$ cat config.mk
export PLATFORM = sky130hd
export DESIGN_NAME = mem_bus_arbiter
export DESIGN_NICKNAME = d
export VERILOG_FILES = /design/src/rtl/mem_bus_arbiter_pkg.sv /design/src/rtl/mem_bus_arbiter_addr_translate.sv /design/src/rtl/mem_bus_arbiter.sv
export SDC_FILE = /design/constraint.sdc
export NUM_CORES = 1
export LEC_CHECK = 0
export ABC_AREA = 0
export ABC_CLOCK_PERIOD_IN_PS = 5450
export BUFFER_PORTS_ARGS = -buffer_cell sky130_fd_sc_hd__buf_2
export CAP_MARGIN = 10
export CORE_MARGIN = 5
export CORE_UTILIZATION = 52
export DETAILED_ROUTE_END_ITERATION = 16
export PLACE_DENSITY = 0.85
export SLEW_MARGIN = 20
export SYNTH_ARGS = -nofsm -noshare
export SYNTH_HDL_FRONTEND = slang
export SYNTH_SLANG_ARGS = --single-unit
$ cat constraint.sdc
create_clock -name clk -period 5.45 [get_ports clk]
set_clock_uncertainty 0.05 [all_clocks]
set_input_delay 0.2725 -clock clk [delete_from_list [all_inputs] [get_ports clk]]
set_output_delay 0.2725 -clock clk [all_outputs]
set_load 0.05 [all_outputs]
$ cat src/rtl/mem_bus_arbiter_pkg.sv
// Shared definitions for the memory bus arbiter: address map, target codes,
// FSM state and bus-owner encodings.
`ifndef WORD_WIDTH
`define WORD_WIDTH 32
`endif

package mem_bus_arbiter_pkg;

   // Region base addresses of the memory map
   localparam int unsigned START_ADDR = 32'd0;
   localparam int unsigned VGA_ADDR   = 32'd224000;
   localparam int unsigned RAM_ADDR   = 32'd1272576;

   // Decoded access target
   typedef enum logic [1:0] {
      TGT_NONE = 2'd0,
      TGT_RAM  = 2'd1,
      TGT_VGA  = 2'd2,
      TGT_ERR  = 2'd3
   } target_e;

   // Arbiter FSM states
   typedef enum logic [2:0] {
      IDLE     = 3'd0,
      VGA_ACC  = 3'd1,
      VGA_CAP  = 3'd2,
      RAM_WAIT = 3'd3,
      RESP     = 3'd4
   } state_e;

   // Which requester currently owns the bus
   typedef enum logic {
      OWN_I = 1'b0,
      OWN_D = 1'b1
   } owner_e;

endpackage

$ cat src/rtl/mem_bus_arbiter_addr_translate.sv
// Decodes a bus address into a target (VGA framebuffer, RAM or error) and
// the offset inside that target.
module mem_bus_arbiter_addr_translate
   import mem_bus_arbiter_pkg::*;
#(
   parameter int unsigned WORD_WIDTH = `WORD_WIDTH
) (
   input  logic [WORD_WIDTH-1:0] addr_i,
   output logic [WORD_WIDTH-1:0] offset_o,
   output target_e               target_o
);

   // Region decode: below the VGA limit is framebuffer, below the RAM limit is RAM
   always_comb begin
      offset_o = '0;
      target_o = TGT_ERR;
      if (addr_i < WORD_WIDTH'(VGA_ADDR)) begin
         target_o = TGT_VGA;
         offset_o = addr_i - WORD_WIDTH'(START_ADDR);
      end else if (addr_i < WORD_WIDTH'(RAM_ADDR)) begin
         target_o = TGT_RAM;
         offset_o = addr_i - WORD_WIDTH'(VGA_ADDR);
      end else begin
         target_o = TGT_ERR;
         offset_o = '0;
      end
   end

endmodule

$ cat src/rtl/mem_bus_arbiter.sv
// Round-robin arbiter sharing one memory bus between the fetch port and the
// load/store port; runs the granted access on the VGA framebuffer or RAM.
module mem_bus_arbiter
   import mem_bus_arbiter_pkg::*;
#(
   parameter int unsigned WORD_WIDTH  = `WORD_WIDTH,
   parameter int unsigned RAM_TIMEOUT = 255,
   parameter int unsigned CNT_WIDTH   = 8
) (
   input  logic                  clk,
   input  logic                  rst,
   input  logic                  i_req,
   input  logic [WORD_WIDTH-1:0] i_addr,
   output logic                  i_done,
   input  logic                  d_req,
   input  logic                  d_we,
   input  logic [WORD_WIDTH-1:0] d_addr,
   input  logic [WORD_WIDTH-1:0] d_wdata,
   output logic                  d_done,
   output logic [WORD_WIDTH-1:0] rdata,
   output logic                  err,
   output logic                  vga_en,
   output logic                  vga_we,
   output logic [WORD_WIDTH-1:0] vga_addr,
   output logic [WORD_WIDTH-1:0] vga_wdata,
   input  logic [WORD_WIDTH-1:0] vga_rdata,
   output logic                  ram_req,
   output logic                  ram_we,
   output logic [WORD_WIDTH-1:0] ram_addr,
   output logic [WORD_WIDTH-1:0] ram_wdata,
   input  logic                  ram_ack,
   input  logic [WORD_WIDTH-1:0] ram_rdata
);

   state_e                state_q;
   owner_e                owner_q;
   owner_e                last_grant_q;
   logic [CNT_WIDTH-1:0]  cnt_q;
   logic [WORD_WIDTH-1:0] rdata_q;
   logic                  err_q;
   logic                  i_done_q;
   logic                  d_done_q;
   logic                  vga_en_q;
   logic                  vga_we_q;
   logic [WORD_WIDTH-1:0] vga_addr_q;
   logic [WORD_WIDTH-1:0] vga_wdata_q;
   logic                  ram_req_q;
   logic                  ram_we_q;
   logic [WORD_WIDTH-1:0] ram_addr_q;
   logic [WORD_WIDTH-1:0] ram_wdata_q;

   logic                  grant_valid_d;
   owner_e                grant_own_d;
   logic [WORD_WIDTH-1:0] grant_addr_d;
   logic                  grant_we_d;
   logic [WORD_WIDTH-1:0] grant_wdata_d;
   logic [WORD_WIDTH-1:0] grant_off_d;
   target_e               grant_tgt_d;

   // Grant selection: a lone request wins, a tie goes to the port not served last
   always_comb begin
      grant_valid_d = i_req | d_req;
      grant_own_d   = OWN_D;
      if (i_req && d_req) begin
         if (last_grant_q == OWN_D) begin
            grant_own_d = OWN_I;
         end else begin
            grant_own_d = OWN_D;
         end
      end else if (i_req) begin
         grant_own_d = OWN_I;
      end else begin
         grant_own_d = OWN_D;
      end
      if (grant_own_d == OWN_I) begin
         grant_addr_d  = i_addr;
         grant_we_d    = 1'b0;
         grant_wdata_d = '0;
      end else begin
         grant_addr_d  = d_addr;
         grant_we_d    = d_we;
         grant_wdata_d = d_wdata;
      end
   end

   mem_bus_arbiter_addr_translate #(
      .WORD_WIDTH (WORD_WIDTH)
   ) u_addr_translate (
      .addr_i   (grant_addr_d),
      .offset_o (grant_off_d),
      .target_o (grant_tgt_d)
   );

   // Arbiter FSM with all bus-facing outputs registered
   always_ff @(posedge clk) begin
      if (rst) begin
         state_q      <= IDLE;
         owner_q      <= OWN_I;
         last_grant_q <= OWN_D;
         cnt_q        <= '0;
         rdata_q      <= '0;
         err_q        <= 1'b0;
         i_done_q     <= 1'b0;
         d_done_q     <= 1'b0;
         vga_en_q     <= 1'b0;
         vga_we_q     <= 1'b0;
         vga_addr_q   <= '0;
         vga_wdata_q  <= '0;
         ram_req_q    <= 1'b0;
         ram_we_q     <= 1'b0;
         ram_addr_q   <= '0;
         ram_wdata_q  <= '0;
      end else begin
         i_done_q <= 1'b0;
         d_done_q <= 1'b0;
         case (state_q)
            IDLE: begin
               if (grant_valid_d) begin
                  owner_q      <= grant_own_d;
                  last_grant_q <= grant_own_d;
                  cnt_q        <= '0;
                  rdata_q      <= '0;
                  err_q        <= 1'b0;
                  case (grant_tgt_d)
                     TGT_VGA: begin
                        state_q     <= VGA_ACC;
                        vga_en_q    <= 1'b1;
                        vga_we_q    <= grant_we_d;
                        vga_addr_q  <= grant_off_d;
                        vga_wdata_q <= grant_wdata_d;
                     end
                     TGT_RAM: begin
                        state_q     <= RAM_WAIT;
                        ram_req_q   <= 1'b1;
                        ram_we_q    <= grant_we_d;
                        ram_addr_q  <= grant_off_d;
                        ram_wdata_q <= grant_wdata_d;
                     end
                     default: begin
                        state_q  <= RESP;
                        err_q    <= 1'b1;
                        i_done_q <= (grant_own_d == OWN_I);
                        d_done_q <= (grant_own_d == OWN_D);
                     end
                  endcase
               end else begin
                  state_q <= IDLE;
               end
            end
            VGA_ACC: begin
               vga_en_q    <= 1'b0;
               vga_we_q    <= 1'b0;
               vga_addr_q  <= '0;
               vga_wdata_q <= '0;
               state_q     <= VGA_CAP;
            end
            VGA_CAP: begin
               rdata_q  <= vga_rdata;
               state_q  <= RESP;
               i_done_q <= (owner_q == OWN_I);
               d_done_q <= (owner_q == OWN_D);
            end
            RAM_WAIT: begin
               if (ram_ack || (cnt_q == CNT_WIDTH'(RAM_TIMEOUT - 32'd1))) begin
                  // An ack arriving in the timeout cycle still completes normally
                  if (ram_ack) begin
                     rdata_q <= ram_rdata;
                     err_q   <= 1'b0;
                  end else begin
                     err_q   <= 1'b1;
                  end
                  ram_req_q   <= 1'b0;
                  ram_we_q    <= 1'b0;
                  ram_addr_q  <= '0;
                  ram_wdata_q <= '0;
                  state_q     <= RESP;
                  i_done_q    <= (owner_q == OWN_I);
                  d_done_q    <= (owner_q == OWN_D);
               end else begin
                  cnt_q <= cnt_q + CNT_WIDTH'(1);
               end
            end
            RESP: begin
               state_q <= IDLE;
            end
            default: begin
               state_q <= IDLE;
            end
         endcase
      end
   end

   assign i_done    = i_done_q;
   assign d_done    = d_done_q;
   assign rdata     = rdata_q;
   assign err       = err_q;
   assign vga_en    = vga_en_q;
   assign vga_we    = vga_we_q;
   assign vga_addr  = vga_addr_q;
   assign vga_wdata = vga_wdata_q;
   assign ram_req   = ram_req_q;
   assign ram_we    = ram_we_q;
   assign ram_addr  = ram_addr_q;
   assign ram_wdata = ram_wdata_q;

endmodule

==> impl_metrics.py <==
metrics = {
    "cells_and_area": {
        "num_antenna_cells": 0,
        "mostFrequentLayoutCell": "buf_2",
        "regArea_um2": 3600,
        "area_delta_synth_final_pct": 27.8,
        "instances_no_fill": 1378,
        "final_cell_mix": "buf_2 (331), dfxtp_1 (179), nor2_1 (106)",
        "fill_cells": 1209,
        "final_nets": 1350,
        "multiInputGateArea_um2": 3810,
        "drive_gt1_frac": 0.345,
    },
    "logic_synthesis": {
        "async_flop_share": 0,
        "synth_mux_area_frac": 0.0553,
        "yosysWarnings": 0,
        "ys_ff_latch": 180,
        "synth_area_per_cell_um2": 8.74,
        "synthFlopType": "dfxtp_1",
        "synth_xor_area_frac": 0.0168,
        "synth_edf_count": 0,
        "synth_nets": 1064,
        "synth_cells": 895,
        "synth_fa_ha_area_frac": 0.00480,
        "synth_compound_area_frac": 0.186,
        "synth-simple-area-share": 0.220,
        "syn_area_um2": 7830,
        "synth_top_family_by_area": "simple AND/OR/NAND/NOR gates",
        "synth_cell_types": 70,
        "ys_seq_area_frac": 0.461,
    },
    "clock_tree": {
        "cts.sinks": 180,
        "postCtsHoldBufs": 0,
        "clk_pin_slew_worst_paths_ns": 0.08,
        "cts_tree": "done",
        "cts_made_buffers": 17,
        "clkLatencyLatePin_ns": 0.43,
        "post_cts_buffers": 0,
        "cts_htree_levels": 4,
        "cts_root_buffer": "clkbuf_16",
        "cts-resized-gates": 0,
        "clock_path_buffers": 2,
    },
    "worst_setup_path": {
        "worstPathRequired_ns": 5.77,
        "r2r-end": "ram_addr[19]$_SDFFE_PP0P_",
        "r2r_slack_ns": 1.96,
        "crit_fanout": 23,
        "crit_start": "last_grant_q$_SDFFE_PP1P_",
        "critPathLaunchType": "flip-flop",
        "reg2reg_from": "last_grant_q$_SDFFE_PP1P_",
        "ff2ff_path_depth": 12,
        "crit_arrival_ns": 3.80,
        "crit_type": "reg -> reg",
        "worst_setup_path_end_kind": "flip-flop",
    },
    "sta": {
        "fin_crit_sh": 0.640,
        "tns_ns": 0,
        "setup_slack_ns": 1.96,
        "maxSlewViolCount": 0,
        "rsz0062_at_grt": "no",
        "maxSlewHeadroom": 0.343,
        "setup_viol": 0,
        "hold_viol": 0,
        "layout_min_cycle_time_ns": 3.49,
        "max_clock_freq_mhz": 287,
        "tightest_slew_ns": 0.982,
    },
    "die": {
        "start_util": 0.534,
        "coreArea_um2": 14600,
        "io_pins": 333,
        "num_rows": 44,
        "die-area_um2": 17600,
        "fp.dieW_um": 133,
        "die_y_um": 133,
    },
    "routing": {
        "wire_per_inst_um": 17.8,
        "num_vias": 7920,
        "drt_pass1_iterations": 5,
        "first_iter_violations": 636,
        "ant_nets": 0,
        "drt_wl_total_mm": 24.5,
        "viasPerCell": 5.75,
        "drc": 0,
    },
    "global_route": {
        "track_usage": 0.271,
        "antenna_found_initial": 0,
        "grt_pass1_vias": 7563,
        "grt_pass1_wl_mm": 39.3,
        "grt_overflow": 0,
        "grt_start_max_net_pins": 88,
    },
    "pwr": {
        "irDropWorstVdd_mv": 0.212,
        "clkPwrFrac": 0.433,
        "p_switching_mw": 0.763,
        "power.total_mw": 2.84,
        "power.density_nw_per_um2": 284,
        "pwr-share-comb": 0.100,
        "p_leak_nw": 4.44,
        "netSwitchingFraction": 0.269,
        "p_int_mw": 2.08,
        "p_seq_frac": 0.468,
    },
    "placed_design": {
        "dp_hpwl_mm": 17.4,
        "dp_slack_ns": 1.55,
        "io_buffers": 332,
        "place_congestion": 0.913,
        "place_inst": 1345,
    },
    "min_path": {
        "min_path_type": "in -> reg",
        "holdCritStartpoint": "d_wdata[20]",
        "hold_depth": 3,
        "min_to": "vga_wdata[20]$_SDFFE_PP0P_",
    },
    "run": {
        "maxCapViolCount": 0,
    },
    "status": {
        "outcome": "finished, final reports clean",
    },
}
synth_stat cells (all sizes together) (3+ instances only):
library cell / instances / area [um2]
a31oi: 3 / 18.8
or4: 3 / 22.5
or3: 8 / 50.1
nor2: 109 / 414
a211oi: 8 / 77.6
ha: 3 / 37.5
a21oi: 104 / 588
and2: 13 / 86.3
inv: 5 / 18.8
nor3: 41 / 216
a22o: 8 / 70.1
o22ai: 3 / 25.0
xnor2: 11 / 96.3
a32oi: 34 / 298
clkbuf: 37 / 139
and3: 17 / 106
o21a: 4 / 30.0
nand3: 83 / 415
a21boi: 3 / 26.3
xor2: 4 / 35.0
a22oi: 8 / 60.1
o21ai: 21 / 109
mux2i: 41 / 410
nand2b: 7 / 46.3
dfxtp: 180 / 3600
nand4: 4 / 25.0
nand2: 66 / 255
buf: 37 / 280
per-layer routing:
| layer | up-vias | track usage | share of wire |
|---|---|---|---|
| li1 | 3786 | - | - |
| met1 | 3670 | 0.328 | 0.39 |
| met2 | 401 | 0.450 | 0.48 |
| met3 | 63 | 0.0816 | 0.092 |
| met4 | 0 | 0.109 | 0.034 |
| met5 | - | 0 | 0 |
kinds of logic after synthesis:
| group | after synthesis |
|---|---|
| buffers and inverters | 79 |
| xor gates and xnor gates | 15 |
| and+or+nand+nor | 362 |
| muxes | 43 |
| AOI/OAI and AO/OA | 213 |
| adders and majority gates | 3 |
| DFF | 180 |
through the flow:
step | util | area [um2] | hold slack [ns]
floorplan | - | 7830 | 0.370
global placement | 0.640 | 9380 | 0.381
detailed placement | 0.640 | 9380 | 0.388
CTS | 0.681 | 9970 | 0.0345
global route | 0.683 | 10000 | 0.0395
finish | 0.683 | 10000 | 0.0528
how the worst max path moves through the flow:
stage | to | slack [ns] | depth (start not counted)
after floorplan | ram_addr[17]$_SDFFE_PP0P_ | 2.19 | 17
after global placement | vga_addr[8]$_SDFFE_PP0P_ | 1.68 | 14
after detailed placement | vga_addr[8]$_SDFFE_PP0P_ | 1.55 | 14
after CTS | vga_addr[8]$_SDFFE_PP0P_ | 1.55 | 9
after global routing | ram_addr[8]$_SDFFE_PP0P_ | 1.71 | 13
final | ram_addr[19]$_SDFFE_PP0P_ | 1.96 | 12
area by class of cell:
type,instances,share of cell area
repair buffers,341,0.174
clock inverters,15,0.0168
clock buffers,17,0.0426
inverters,5,0.00188
well taps,184,0.0230
flip-flops and latches,180,0.361
multi-input cells,636,0.381
sequential cells by signal, indices dropped and copies added (netlist names):
name	flops
rdata	32
owner_q	1
vga_we	1
ram_addr	32
d_done	1
ram_wdata	32
err	1
vga_wdata	32
ram_req	1
state_q	3
vga_en	1
cnt_q	8
last_grant_q	1
ram_we	1
vga_addr	32
i_done	1
worst max-delay path, cell delays in order, from the launching register on:
cell      delay, ns
dfxtp_1        0.32
and2b_1        0.34
nor2_2         0.05
buf_4          0.21
nand2_1        0.09
nand2_1        0.07
ha_1           0.22
a31o_2         0.23
o22ai_2        0.26
a211o_2        0.30
a21oi_2        0.12
a211oi_4       0.88
a22o_1         0.28
power groups by stage:
stage,registers [mW],clock network (mW),logic (mW)
after floorplan,1.37,0,0.159
after global placement,1.36,0,0.278
after detailed placement,1.36,0,0.279
after CTS,1.33,1.24,0.280
after global routing,1.33,1.31,0.308
final,1.33,1.23,0.283
Power figures use the tool's default switching activity.
